==> src/rtl/gpio_pad_ctrl.sv <==
// Per-pin GPIO pad controller: registered pad-cell controls, input synchroniser,
// glitch filter and edge-detect interrupt status with write-1-to-clear.
module gpio_pad_ctrl #(
  parameter int NUM_PINS    = 8,
  parameter int SYNC_STAGES = 2,
  parameter int FILT_W      = 4
) (
  input  logic                clk_i,
  input  logic                rst_ni,
  input  logic [NUM_PINS-1:0] out_i,
  input  logic [NUM_PINS-1:0] oe_i,
  input  logic [NUM_PINS-1:0] od_i,
  input  logic [NUM_PINS-1:0] ie_i,
  input  logic [NUM_PINS-1:0] pu_i,
  input  logic [NUM_PINS-1:0] pd_i,
  input  logic [NUM_PINS-1:0] filt_en_i,
  input  logic [FILT_W-1:0]   filt_len_i,
  input  logic [NUM_PINS-1:0] irq_rise_en_i,
  input  logic [NUM_PINS-1:0] irq_fall_en_i,
  input  logic [NUM_PINS-1:0] irq_clr_i,
  input  logic [NUM_PINS-1:0] pad_c_i,
  output logic [NUM_PINS-1:0] pad_i_o,
  output logic [NUM_PINS-1:0] pad_oe_o,
  output logic [NUM_PINS-1:0] pad_ie_o,
  output logic [NUM_PINS-1:0] pad_pu_o,
  output logic [NUM_PINS-1:0] pad_pd_o,
  output logic [NUM_PINS-1:0] in_o,
  output logic [NUM_PINS-1:0] irq_status_o,
  output logic                irq_o
);

  localparam logic [FILT_W:0] CNT_ONE = (FILT_W+1)'(1);

  logic [NUM_PINS-1:0] raw;
  logic [NUM_PINS-1:0] sync_q [SYNC_STAGES];
  logic [NUM_PINS-1:0] s;
  logic [NUM_PINS-1:0] filt;
  logic [NUM_PINS-1:0] in_d_q;
  logic [NUM_PINS-1:0] rise;
  logic [NUM_PINS-1:0] fall;
  logic [NUM_PINS-1:0] status_nxt;

  // Open-drain only ever drives low; pull-up wins when both pulls are requested.
  always_ff @(posedge clk_i or negedge rst_ni) begin
    if (!rst_ni) begin
      pad_i_o  <= '0;
      pad_oe_o <= '0;
      pad_ie_o <= '0;
      pad_pu_o <= '0;
      pad_pd_o <= '0;
    end else begin
      pad_i_o  <= out_i & ~od_i;
      pad_oe_o <= oe_i & ~(od_i & out_i);
      pad_ie_o <= ie_i;
      pad_pu_o <= pu_i;
      pad_pd_o <= pd_i & ~pu_i;
    end
  end

  assign raw = pad_c_i & pad_ie_o;

  always_ff @(posedge clk_i or negedge rst_ni) begin
    if (!rst_ni) begin
      for (int k = 0; k < SYNC_STAGES; k++) sync_q[k] <= '0;
    end else begin
      sync_q[0] <= raw;
      for (int k = 1; k < SYNC_STAGES; k++) sync_q[k] <= sync_q[k-1];
    end
  end

  assign s = sync_q[SYNC_STAGES-1];

  for (genvar p = 0; p < NUM_PINS; p++) begin : g_filt
    logic [FILT_W-1:0] cnt_q;
    logic              in_q;
    logic [FILT_W:0]   len;
    logic [FILT_W:0]   cnt_inc;

    // >= compare lets a lowered length commit at once instead of wrapping.
    assign len     = (filt_en_i[p] && (filt_len_i != '0)) ? {1'b0, filt_len_i} : CNT_ONE;
    assign cnt_inc = {1'b0, cnt_q} + CNT_ONE;

    always_ff @(posedge clk_i or negedge rst_ni) begin
      if (!rst_ni) begin
        cnt_q <= '0;
        in_q  <= 1'b0;
      end else if (s[p] == in_q) begin
        cnt_q <= '0;
      end else if (cnt_inc >= len) begin
        in_q  <= s[p];
        cnt_q <= '0;
      end else begin
        cnt_q <= cnt_inc[FILT_W-1:0];
      end
    end

    assign filt[p] = in_q;
  end

  assign in_o = filt;

  assign rise       = filt & ~in_d_q;
  assign fall       = ~filt & in_d_q;
  assign status_nxt = (irq_status_o & ~irq_clr_i) | (rise & irq_rise_en_i) | (fall & irq_fall_en_i);

  always_ff @(posedge clk_i or negedge rst_ni) begin
    if (!rst_ni) begin
      in_d_q       <= '0;
      irq_status_o <= '0;
      irq_o        <= 1'b0;
    end else begin
      in_d_q       <= filt;
      irq_status_o <= status_nxt;
      irq_o        <= |status_nxt;
    end
  end

endmodule

==> config.mk <==
export PLATFORM = sky130hd
export DESIGN_NAME = gpio_pad_ctrl
export DESIGN_NICKNAME = d
export VERILOG_FILES = /design/src/rtl/gpio_pad_ctrl.sv
export SDC_FILE = /design/constraint.sdc
export NUM_CORES = 1
export LEC_CHECK = 0
export CORE_MARGIN = 2
export CORE_UTILIZATION = 57
export CTS_BUF_LIST = sky130_fd_sc_hd__clkbuf_4
export CTS_CLUSTER_SIZE = 16
export DETAILED_ROUTE_END_ITERATION = 12
export DONT_BUFFER_PORTS = 1
export GPL_ROUTABILITY_DRIVEN = 0
export PLACE_DENSITY = 0.73
export SYNTH_ARGS = -nofsm -noshare
export SYNTH_HDL_FRONTEND = slang
export SYNTH_SLANG_ARGS = --single-unit
==> constraint.sdc <==
create_clock -name clk_i -period 1.8 [get_ports clk_i]
set_input_delay 0.27 -clock clk_i [delete_from_list [all_inputs] [get_ports clk_i]]
set_output_delay 0.27 -clock clk_i [all_outputs]
set_load 0.02 [all_outputs]
==> flow_metrics.env <==
export IMPL_layout_area_seq_um2=2830
export IMPL_rsz_0062_raised_after_global_routing="yes"
export IMPL_clkSlewWorstSetupHoldPaths_ns=0.11
export IMPL_vias=3420
export IMPL_rows=33
export IMPL_setup_worst_path_class="flip-flop to flip-flop"
export IMPL_netSwitchingFraction_pct=34.4
export IMPL_cts_tree="built"
export IMPL_worst_skew_pair_late_latency_ns=0.50
export IMPL_maximum_number_of_pins_on_one_net_before_global_route_repair=114
export IMPL_ys_types=28
export IMPL_syn_cell_area_um2=4870
export IMPL_syn_nets=529
export IMPL_combPwrFrac_pct=33.5
export IMPL_cts_sink_count=113
export IMPL_detailed_place_hpwl_um=6580
export IMPL_synthesis_area_per_instance_um2=12.3
export IMPL_fill_cells=448
export IMPL_synth_enable_flop_cells=0
export IMPL_setup_viol=2
export IMPL_p_int_mw=5.75
export IMPL_report_final_slew_viol_count=0
export IMPL_post_drt_via_cell_ratio=5.54
export IMPL_timing_final_hold_violations=113
export IMPL_crit_path_end_kind="flip-flop"
export IMPL_root_buffer_master="sky130_fd_sc_hd__clkbuf_4"
export IMPL_die_h_um=96.4
export IMPL_nets=633
export IMPL_postPlaceCellArea_um2=5010
export IMPL_cts_htree_levels=4
export IMPL_drive_gt1_share_pct=24.4
export IMPL_layout_cells_most_common="sky130_fd_sc_hd__dfrtp_1"
export IMPL_timing_critical_path_arrival_ns=2.23
export IMPL_drt_first_iter_violations=102
export IMPL_cts_inserted_buffers=17
export IMPL_synth_async_reset_ratio_pct=100
export IMPL_post_synth_inst_count=395
export IMPL_route_detailed_drc=0
export IMPL_fmaxAchievable_mhz=550
export IMPL_worst_endpoint_required_ns=2.22
export IMPL_dominant_register_cell_in_the_synthesized_netlist="sky130_fd_sc_hd__dfrtp_1"
export IMPL_die_area_um2=9290
export IMPL_cellLeakagePower_nw=3.04
export IMPL_power_sequential_fraction_pct=41.7
export IMPL_cts_path_max_buffers=2
export IMPL_num_antenna_cells=0
export IMPL_initial_utilization_pct=58.9
export IMPL_top_fanout_value_on_the_critical_path=4
export IMPL_fp_dieW_um=96.4
export IMPL_max_cap_violations=0
export IMPL_post_route_cell_area_um2=6670
export IMPL_critical_path_startpoint_type="flip-flop"
export IMPL_post_place_cells=499
export IMPL_final_worst_path_period_share_pct=101
export IMPL_grt_first_pass_wirelength_um=16500
export IMPL_postSynthRegisterBits=113
export IMPL_dp_worst_setup_slack_ns=-0.144
export IMPL_outcome="complete, but fails checks"
export IMPL_fin_crit_ns=1.82
export IMPL_grt_util_all_layers_pct=24.3
export IMPL_timing_clock_skew_ns=0.0155
export IMPL_switching_power_mw=3.02
export IMPL_cellPowerDensity_nw_per_um2=1310
export IMPL_min_delay_path_class="input pin to async pin"
export IMPL_cts_hold_fix_buffers=77
export IMPL_tightest_slew_ns=0.426
export IMPL_number_of_antenna_violations_at_the_first_check_in_global_routing=0
export IMPL_multiInputGateArea_um2=2390
export IMPL_final_instance_count_excl_fillers=617
export IMPL_worst_hold_slack_ns=-0.554
export IMPL_detailed_route_wire_length_um=11700
export IMPL_io_pins=151
export IMPL_overflow=0
export IMPL_tightest_slew_margin_relative_to_the_limit_pct=71.6
export IMPL_clk_network_pwr_share_pct=24.8
export IMPL_buffer_ports_inserted=0
export IMPL_timing_final_ws_setup_ns=-0.0182
export IMPL_postRouteAntennaNets=0
export IMPL_routedWlPerCell_um=19.0
export IMPL_drt_first_pass_iters=4
export IMPL_largest_vdd_supply_drop_uv=894
export IMPL_failed_checks="negative hold slack, negative setup slack"
export IMPL_layout_area_overhead_vs_synth_pct=37.1
export IMPL_via_count_of_the_first_global_routing_pass=3568
export IMPL_synth_warnings=0
export IMPL_core_area_um2=8260
export IMPL_most_frequent_cells_in_the_layout="113 x sky130_fd_sc_hd__dfrtp_1, 77 x sky130_fd_sc_hd__dlygate4sd3_1, 41 x sky130_fd_sc_hd__nand2_1, 32 x sky130_fd_sc_hd__nor2b_1, 18 x sky130_fd_sc_hd__clkbuf_4"
export IMPL_yosysSeqAreaShare_pct=58.1
registers in the layout, summed over array words and instances, names as in the netlist:
name	flops
s	8
pad_oe_o	8
pad_i_o	8
in_d_q	8
pad_pu_o	8
sync_q	8
g_filt.in_q	8
irq_o	1
irq_status_o	8
pad_pd_o	8
pad_ie_o	8
g_filt.cnt_q	32
per-layer routing:
layer,part of all wire [%],vias to the layer above,global-route usage [%]
li1,-,1555,-
met1,37,1690,26.8
met2,53,154,41.6
met3,8.3,21,10.4
met4,1.6,0,9.51
met5,0,-,0
per-stage QoR:
stage	total power, mW	hold WS, ns	setup TNS [ns]	util [%]
2_1_floorplan	5.09	-0.0256	0	-
3_3_place_gp	5.44	-0.0231	-0.698	60.6
3_5_place_dp	5.55	-0.0232	-0.989	60.6
4_1_cts	7.97	-0.598	-0.0276	74.2
5_1_grt	9.27	-0.628	-0.771	80.8
6_report	8.76	-0.554	-0.0304	80.8
synth_stat cells (2+ instances only):
master,instances,area [um^2]
sky130_fd_sc_hd__xnor2_1,8,70.1
sky130_fd_sc_hd__and2_1,8,50.1
sky130_fd_sc_hd__nand3b_1,8,60.1
sky130_fd_sc_hd__o2111ai_1,2,17.5
sky130_fd_sc_hd__o21ai_0,6,30.0
sky130_fd_sc_hd__o221ai_1,4,35.0
sky130_fd_sc_hd__o211ai_1,12,90.1
sky130_fd_sc_hd__nand2_1,43,161
sky130_fd_sc_hd__ha_1,40,500
sky130_fd_sc_hd__a21boi_0,8,60.1
sky130_fd_sc_hd__mux2_2,2,22.5
sky130_fd_sc_hd__inv_1,12,45.0
sky130_fd_sc_hd__a211oi_2,6,75.1
sky130_fd_sc_hd__nor4_1,2,12.5
sky130_fd_sc_hd__xor2_1,16,140
sky130_fd_sc_hd__nor2_1,17,63.8
sky130_fd_sc_hd__nand2b_4,6,82.6
sky130_fd_sc_hd__buf_4,8,60.1
sky130_fd_sc_hd__nand3_1,10,50.1
sky130_fd_sc_hd__buf_2,3,15.0
sky130_fd_sc_hd__dfrtp_1,113,2830
sky130_fd_sc_hd__a31oi_1,6,37.5
sky130_fd_sc_hd__nand2b_1,6,37.5
sky130_fd_sc_hd__a21oi_1,4,20.0
sky130_fd_sc_hd__mux2_1,6,67.6
sky130_fd_sc_hd__nor2b_1,32,200
sky130_fd_sc_hd__o21ai_1,6,30.0
kinds of logic (layout without fill, tap and decap cells):
family,count (synthesis),after routing,share of synthesized area [%]
buf+inv,23,140,2.47
xor+xnor,24,24,4.32
fa+ha+maj,40,40,10.3
flops,113,113,58.1
mux,8,8,1.85
simple gates,133,133,14.9
compound gates,54,54,8.12
power groups by stage:
stage | Combinational (mW) | Sequential (mW) | Clock (mW)
detailed placement | 1.92 | 3.63 | 0
global placement | 1.84 | 3.60 | 0
global route | 3.21 | 3.73 | 2.34
finish | 2.93 | 3.66 | 2.17
floorplan | 1.61 | 3.48 | 0
CTS | 2.17 | 3.59 | 2.22
layout make-up:
cell class | instances | share of cell area (%)
inverter | 12 | 0.675
multi-input combinational | 259 | 35.9
clock buffer | 18 | 2.03
clock inverter | 14 | 3.08
sequential | 113 | 42.4
tap | 105 | 1.97
timing repair buffer | 96 | 14.0
worst max-delay path: stages, from the launching register on:
cell and delay (ns):
sky130_fd_sc_hd__dfrtp_1 0.45, sky130_fd_sc_hd__ha_4 0.20, sky130_fd_sc_hd__xor2_2 0.16, sky130_fd_sc_hd__ha_2 0.31, sky130_fd_sc_hd__o21ai_2 0.19, sky130_fd_sc_hd__o211ai_1 0.14, sky130_fd_sc_hd__buf_4 0.17, sky130_fd_sc_hd__nor2_1 0.13
worst paths after layout:
check                                   start            endpoint  slack, ns  cells after the start
min in group clk_i           irq_rise_en_i[5]     irq_status_o[5]       0.03                      2
min reg2reg                        sync_q[15]                s[7]       0.36                      0
max reg2reg                g_filt[3].cnt_q[0]  g_filt[3].cnt_q[1]      -0.02                      7
max in group asynchronous              rst_ni                s[6]       2.20                      0
max                        g_filt[3].cnt_q[0]  g_filt[3].cnt_q[1]      -0.02                      7
min                                    rst_ni     irq_status_o[1]      -0.55                      0
repair_timing:
action,4_1_cts,5_1_grt
hold endpoints to repair,168,113
setup endpoints to repair,10,33
pin swaps,8,37
resized for setup,8,75
setup buffers,1,8
(Power assumes the default switching activity.)
